<file path="src/rtl/pwm_duty_capture.sv">
// pwm_duty_capture
//   Decodes an asynchronous PWM waveform into a duty figure (high cycles in a
//   255-cycle window), a period figure (clocks between accepted rising edges)
//   and a stale flag (no accepted rising edge for 65535 enabled cycles).
//
// Ports
//   clk     in   single clock, rising edge
//   rst_n   in   synchronous active-low reset (dominant over ena)
//   ena     in   measurement enable; low freezes window/period counters
//   pwm_in  in   asynchronous PWM input
//   duty    out  [7:0]  high-cycle count of the last completed window
//   period  out  [15:0] clocks between the last two accepted rising edges
//   valid   out  one-cycle strobe when duty is updated
//   stale   out  high while no accepted rising edge for 65535 cycles

module pwm_duty_capture #(
    parameter int FILT_LEN = 2
) (
    input  logic        clk,
    input  logic        rst_n,
    input  logic        ena,
    input  logic        pwm_in,
    output logic [7:0]  duty,
    output logic [15:0] period,
    output logic        valid,
    output logic        stale
);

    // Run counter value at which the next mismatching sample flips f.
    localparam logic [2:0] RUN_LAST = 3'(FILT_LEN - 1);
    localparam logic [7:0] WIN_LAST = 8'd254;
    localparam logic [15:0] PC_MAX  = 16'hFFFF;

    logic        sync_a;
    logic        s;
    logic        f;
    logic        f_d;
    logic [2:0]  run;
    logic [7:0]  win;
    logic [7:0]  acc;
    logic [15:0] pc;
    logic        armed;

    logic        rise;
    logic [15:0] pc_inc;

    // Accepted rising edge: filtered level went 0 -> 1 on the previous edge.
    assign rise   = f & ~f_d;
    assign pc_inc = (pc == PC_MAX) ? pc : pc + 16'd1;

    // Synchronizer and glitch filter keep running regardless of ena.
    always_ff @(posedge clk) begin
        if (!rst_n) begin
            sync_a <= 1'b0;
            s      <= 1'b0;
            f      <= 1'b0;
            f_d    <= 1'b0;
            run    <= '0;
        end else begin
            sync_a <= pwm_in;
            s      <= sync_a;
            f_d    <= f;
            if (s != f) begin
                if (run == RUN_LAST) begin
                    f   <= ~f;
                    run <= '0;
                end else begin
                    run <= run + 3'd1;
                end
            end else begin
                // A mismatch run shorter than FILT_LEN is a glitch; forget it.
                run <= '0;
            end
        end
    end

    // 255-cycle duty window.
    always_ff @(posedge clk) begin
        if (!rst_n) begin
            win   <= '0;
            acc   <= '0;
            duty  <= '0;
            valid <= 1'b0;
        end else begin
            valid <= 1'b0;
            if (ena) begin
                if (win == WIN_LAST) begin
                    // acc holds at most 254 here, so adding f cannot wrap.
                    duty  <= acc + {7'd0, f};
                    acc   <= '0;
                    win   <= '0;
                    valid <= 1'b1;
                end else begin
                    acc <= acc + {7'd0, f};
                    win <= win + 8'd1;
                end
            end
        end
    end

    // Period measurement and stale detection; independent of the window path.
    always_ff @(posedge clk) begin
        if (!rst_n) begin
            pc     <= '0;
            armed  <= 1'b0;
            period <= '0;
            stale  <= 1'b0;
        end else if (ena) begin
            if (rise) begin
                pc    <= 16'd1;
                armed <= 1'b1;
                stale <= 1'b0;
                // The first edge after reset only arms the measurement.
                if (armed) begin
                    period <= pc;
                end
            end else begin
                pc <= pc_inc;
                if (pc_inc == PC_MAX) begin
                    stale  <= 1'b1;
                    period <= '0;
                end
            end
        end
    end

endmodule
</file>
<file path="config.mk">
export PLATFORM = sky130hd
export DESIGN_NAME = pwm_duty_capture
export DESIGN_NICKNAME = d
export VERILOG_FILES = /design/src/rtl/pwm_duty_capture.sv
export SDC_FILE = /design/constraint.sdc
export NUM_CORES = 1
export LEC_CHECK = 0
export CELL_PAD_IN_SITES_DETAIL_PLACEMENT = 1
export CELL_PAD_IN_SITES_GLOBAL_PLACEMENT = 2
export CORE_ASPECT_RATIO = 0.9
export CORE_UTILIZATION = 39
export CTS_BUF_LIST = sky130_fd_sc_hd__clkbuf_4 sky130_fd_sc_hd__clkbuf_8
export DETAILED_ROUTE_END_ITERATION = 10
export PLACE_DENSITY = 0.94
export SLEW_MARGIN = 20
export SYNTH_ARGS = -nofsm -noshare
export SYNTH_HDL_FRONTEND = slang
export SYNTH_SLANG_ARGS = --single-unit
</file>
<file path="constraint.sdc">
create_clock -name clk -period 4.2 [get_ports clk]
set_clock_uncertainty 0.2 [all_clocks]
set_input_delay 0.63 -clock clk [delete_from_list [all_inputs] [get_ports clk]]
set_output_delay 0.63 -clock clk [all_outputs]
set_load 0.01 [all_outputs]
</file>
==> results of run 1 <==
[logic make-up (layout without fill, tap and decap cells)]
logic type	Yosys count	count (layout)	synth area share (%)
buf+inv	40	58	5.72
flops	66	66	39.5
xor+xnor	13	13	3.40
mux	7	7	2.13
simple gates	169	169	25.7
compound gates	106	106	21.0
fa+ha+maj	7	7	2.62
[cell usage after synthesis (all sizes together), types with 6 or more instances]
cell / n
buf: 11
dfxtp: 66
o21ai: 37
inv: 6
nand2: 37
and3: 7
nand4: 10
a21oi: 25
nor3: 10
clkbuf: 22
xnor2: 6
xor2: 7
nand3: 29
mux2i: 6
a211oi: 10
a32oi: 17
ha: 7
nor2: 49
[critical path, cell delays in order, from the launching register on]
cell,delay (ps)
dfxtp_1,470
ha_1,370
nand4_1,310
nor4_2,840
o211ai_1,210
a32oi_1,240
nand4_1,220
nor2_4,470
o21ai_0,190
[worst max path at each step]
| stage | startpoint | end | slack (ps) | cells after the start |
|---|---|---|---|---|
| floorplan | pc[0] | period[10] | 1620 | 11 |
| global placement | pc[0] | period[4] | 810 | 8 |
| detailed placement | pc[0] | period[3] | 620 | 8 |
| CTS | pc[0] | period[3] | 590 | 8 |
| global route | pc[0] | period[15] | 130 | 8 |
| finish | pc[0] | period[3] | 530 | 8 |
[flip-flops by register name, summed over array words and instances (netlist names), 3 cells and up]
name	count
acc	8
duty	8
pc	16
period	16
run	3
win	8
[cell type report]
type	count	share of cell area, %
multi-input cells	302	47.2
flip-flops and latches	66	34.0
repair buffers	35	8.63
clock buffers	13	4.61
well taps	115	3.70
clock inverters	3	1.16
inverters	7	0.677
[power breakdown]
group          switching [mW]  total, mW  internal (mW)
registers             0.00572      0.636          0.630
clock network           0.256      0.595          0.339
logic                  0.0354     0.0485         0.0131
total                   0.297       1.28          0.982
[layer usage]
metal | track usage (%) | wire length, um | part of all wire, % | vias to the layer above
met5 | 0 | 0 | 0 | -
met4 | 7.60 | 145 | 1.6 | 0
met3 | 6.38 | 336 | 3.6 | 15
met2 | 34.9 | 4350 | 47 | 50
met1 | 29.9 | 4500 | 48 | 1514
li1 | - | - | - | 1510
[metrics by stage]
step	area, sq um	power [mW]	hold slack, ps	utilization [%]	cells
after floorplan	3350	0.682	212	-	408
after global placement	3660	0.696	216	44.7	525
after detailed placement	3660	0.698	225	44.7	525
after CTS	3880	1.30	245	47.5	541
after global routing	3880	1.33	266	47.5	541
final	3880	1.28	239	47.5	541
==> metrics.txt, run 1 <==
# TYPE chip_impl_metric gauge
chip_impl_metric{name="num_rows",unit=""} 31
chip_impl_metric{name="synth_edf_count",unit=""} 0
chip_impl_metric{name="antenna_found_initial",unit=""} 0
chip_impl_info{name="timing.rr.end",value="period[3]"} 1
chip_impl_metric{name="path_clk_slew",unit="ps"} 70
chip_impl_info{name="cts_tree",value="yes"} 1
chip_impl_metric{name="post-synth-top-area-fraction",unit="%"} 39.5
chip_impl_info{name="timing.rr.start",value="pc[0]"} 1
chip_impl_metric{name="drc",unit=""} 0
chip_impl_info{name="synth_top_cell_by_area",value="dfxtp_1"} 1
chip_impl_metric{name="antenna-diode-count",unit=""} 0
chip_impl_metric{name="yosysSeqAreaShare",unit="%"} 39.5
chip_impl_metric{name="min_path_cells",unit=""} 1
chip_impl_metric{name="grt.overflow.total",unit=""} 0
chip_impl_metric{name="min_period_over_period",unit="%"} 87.4
chip_impl_metric{name="die-height",unit="um"} 89.9
chip_impl_info{name="mostFrequentLayoutCell",value="dfxtp_1"} 1
chip_impl_metric{name="final_hold_viol_count",unit=""} 0
chip_impl_metric{name="floorplan.core_area",unit="sq um"} 8180
chip_impl_metric{name="ys_async_sr_fraction",unit="%"} 0
chip_impl_metric{name="synth_cell_types",unit=""} 51
chip_impl_metric{name="dp.final_hpwl",unit="um"} 6460
chip_impl_info{name="netlist_top_cells_area",value="dfxtp_1 39%, nor2_1 5.4%, a32oi_1 4.5%, nand3_1 4.2%, nand2_1 4.0%"} 1
chip_impl_metric{name="power.static_leakage",unit="nW"} 1.30
chip_impl_info{name="critical_path.endpoint_type",value="register"} 1
chip_impl_metric{name="postCtsHoldBufs",unit=""} 0
chip_impl_info{name="hold_class",value="reg -> reg"} 1
chip_impl_metric{name="syn-mean-instance-area",unit="sq um"} 8.20
chip_impl_metric{name="slew_viol_final",unit=""} 0
chip_impl_metric{name="cts.sink_count",unit=""} 66
chip_impl_info{name="critPathKind",value="reg -> reg"} 1
chip_impl_metric{name="drv_cap",unit=""} 0
chip_impl_info{name="run_status",value="complete, no violations"} 1
chip_impl_metric{name="worst_slew_pin_slew",unit="ps"} 908
chip_impl_metric{name="syn-num-nets",unit=""} 419
chip_impl_metric{name="arrival",unit="ps"} 3690
chip_impl_info{name="hold_path.startpoint",value="sync_a"} 1
chip_impl_metric{name="io_pins",unit=""} 30
chip_impl_metric{name="place_ws",unit="ps"} 622
chip_impl_metric{name="via_count_of_the_first_global_routing_pass",unit=""} 3115
chip_impl_metric{name="flow.area_growth_from_synthesis",unit="%"} 16.1
chip_impl_info{name="clockRootBuffer",value="clkbuf_8"} 1
chip_impl_metric{name="drive_above_1_share",unit="%"} 9.62
chip_impl_metric{name="design.die.area",unit="sq um"} 8950
chip_impl_metric{name="antenna_viol_nets_final",unit=""} 0
chip_impl_metric{name="grt_pass1_wl",unit="um"} 15800
chip_impl_metric{name="reg2reg_depth",unit=""} 8
chip_impl_info{name="hold-path-endpoint",value="s"} 1
chip_impl_metric{name="cts_made_buffers",unit=""} 9
chip_impl_metric{name="gp_weighted_congestion",unit=""} 0.970
chip_impl_metric{name="timing.reg2reg.setup_slack",unit="ps"} 530
chip_impl_metric{name="critical_path_peak_fanout",unit=""} 16
chip_impl_metric{name="cts_max_path_buffers",unit=""} 2
chip_impl_metric{name="final-seq-area",unit="sq um"} 1320
chip_impl_info{name="final_cell_mix",value="66 x dfxtp_1, 48 x nor2_1, 36 x nand2_1"} 1
chip_impl_metric{name="max_clk_rate",unit="MHz"} 273
chip_impl_metric{name="slew_headroom",unit="%"} 39.0
chip_impl_metric{name="vias_per_cell",unit=""} 5.71
chip_impl_info{name="grt_setup_unrepaired",value="no"} 1
chip_impl_metric{name="grt_max_degree",unit=""} 36
chip_impl_metric{name="fin_tns_setup",unit="ps"} 0
chip_impl_metric{name="synth_area",unit="sq um"} 3350
chip_impl_metric{name="multiInputGateArea",unit="sq um"} 1830
chip_impl_metric{name="layout.filler_cells",unit=""} 996
chip_impl_metric{name="die_width",unit="um"} 99.6
chip_impl_metric{name="buffers_on_ports",unit=""} 29
chip_impl_metric{name="fin_nets",unit=""} 432
chip_impl_metric{name="synthesis.instances",unit=""} 408
chip_impl_metric{name="wl_per_cell",unit="um"} 17.2
chip_impl_metric{name="synth.ff_latch_count",unit=""} 66
chip_impl_metric{name="routed-via-count",unit=""} 3089
chip_impl_info{name="timing.critical_path.from_type",value="register"} 1
chip_impl_metric{name="setup_ws",unit="ps"} 531
chip_impl_metric{name="synth_warnings",unit=""} 0
chip_impl_info{name="ys.flop_type",value="dfxtp_1"} 1
chip_impl_metric{name="postCtsSetupRepairBufs",unit=""} 0
chip_impl_metric{name="initial_utilization",unit="%"} 40.9
chip_impl_metric{name="drt-pass1-iter-count",unit=""} 6
chip_impl_metric{name="grt_usage",unit="%"} 22.5
chip_impl_metric{name="ir_drop",unit="mV"} 0.301
chip_impl_metric{name="drt_iter0_markers",unit=""} 189
chip_impl_metric{name="layout_min_cycle_time",unit="ps"} 3670
chip_impl_metric{name="pwr_density_cell",unit="nW/um^2"} 329
chip_impl_metric{name="cts_resized",unit=""} 0
chip_impl_metric{name="cp_data_required_time",unit="ps"} 4220
chip_impl_metric{name="setup-violations-final",unit=""} 0
chip_impl_metric{name="clkLatencyLatePin",unit="ps"} 360
chip_impl_metric{name="routed_wirelength",unit="um"} 9330
chip_impl_metric{name="clock_tree.htree_level_count",unit=""} 3
No activity file was read; power rests on OpenSTA's default activity.
==> run 2, diff against run 1 <==
--- a/config.mk
+++ b/config.mk
@@ -12,6 +12,7 @@
 export CTS_BUF_LIST = sky130_fd_sc_hd__clkbuf_4 sky130_fd_sc_hd__clkbuf_8
 export DETAILED_ROUTE_END_ITERATION = 10
 export PLACE_DENSITY = 0.94
+export SKIP_CTS_REPAIR_TIMING = 1
 export SLEW_MARGIN = 20
 export SYNTH_ARGS = -nofsm -noshare
 export SYNTH_HDL_FRONTEND = slang
==> results of run 2 <==
Final layout, timing and power as in run 1 (identical DEF).
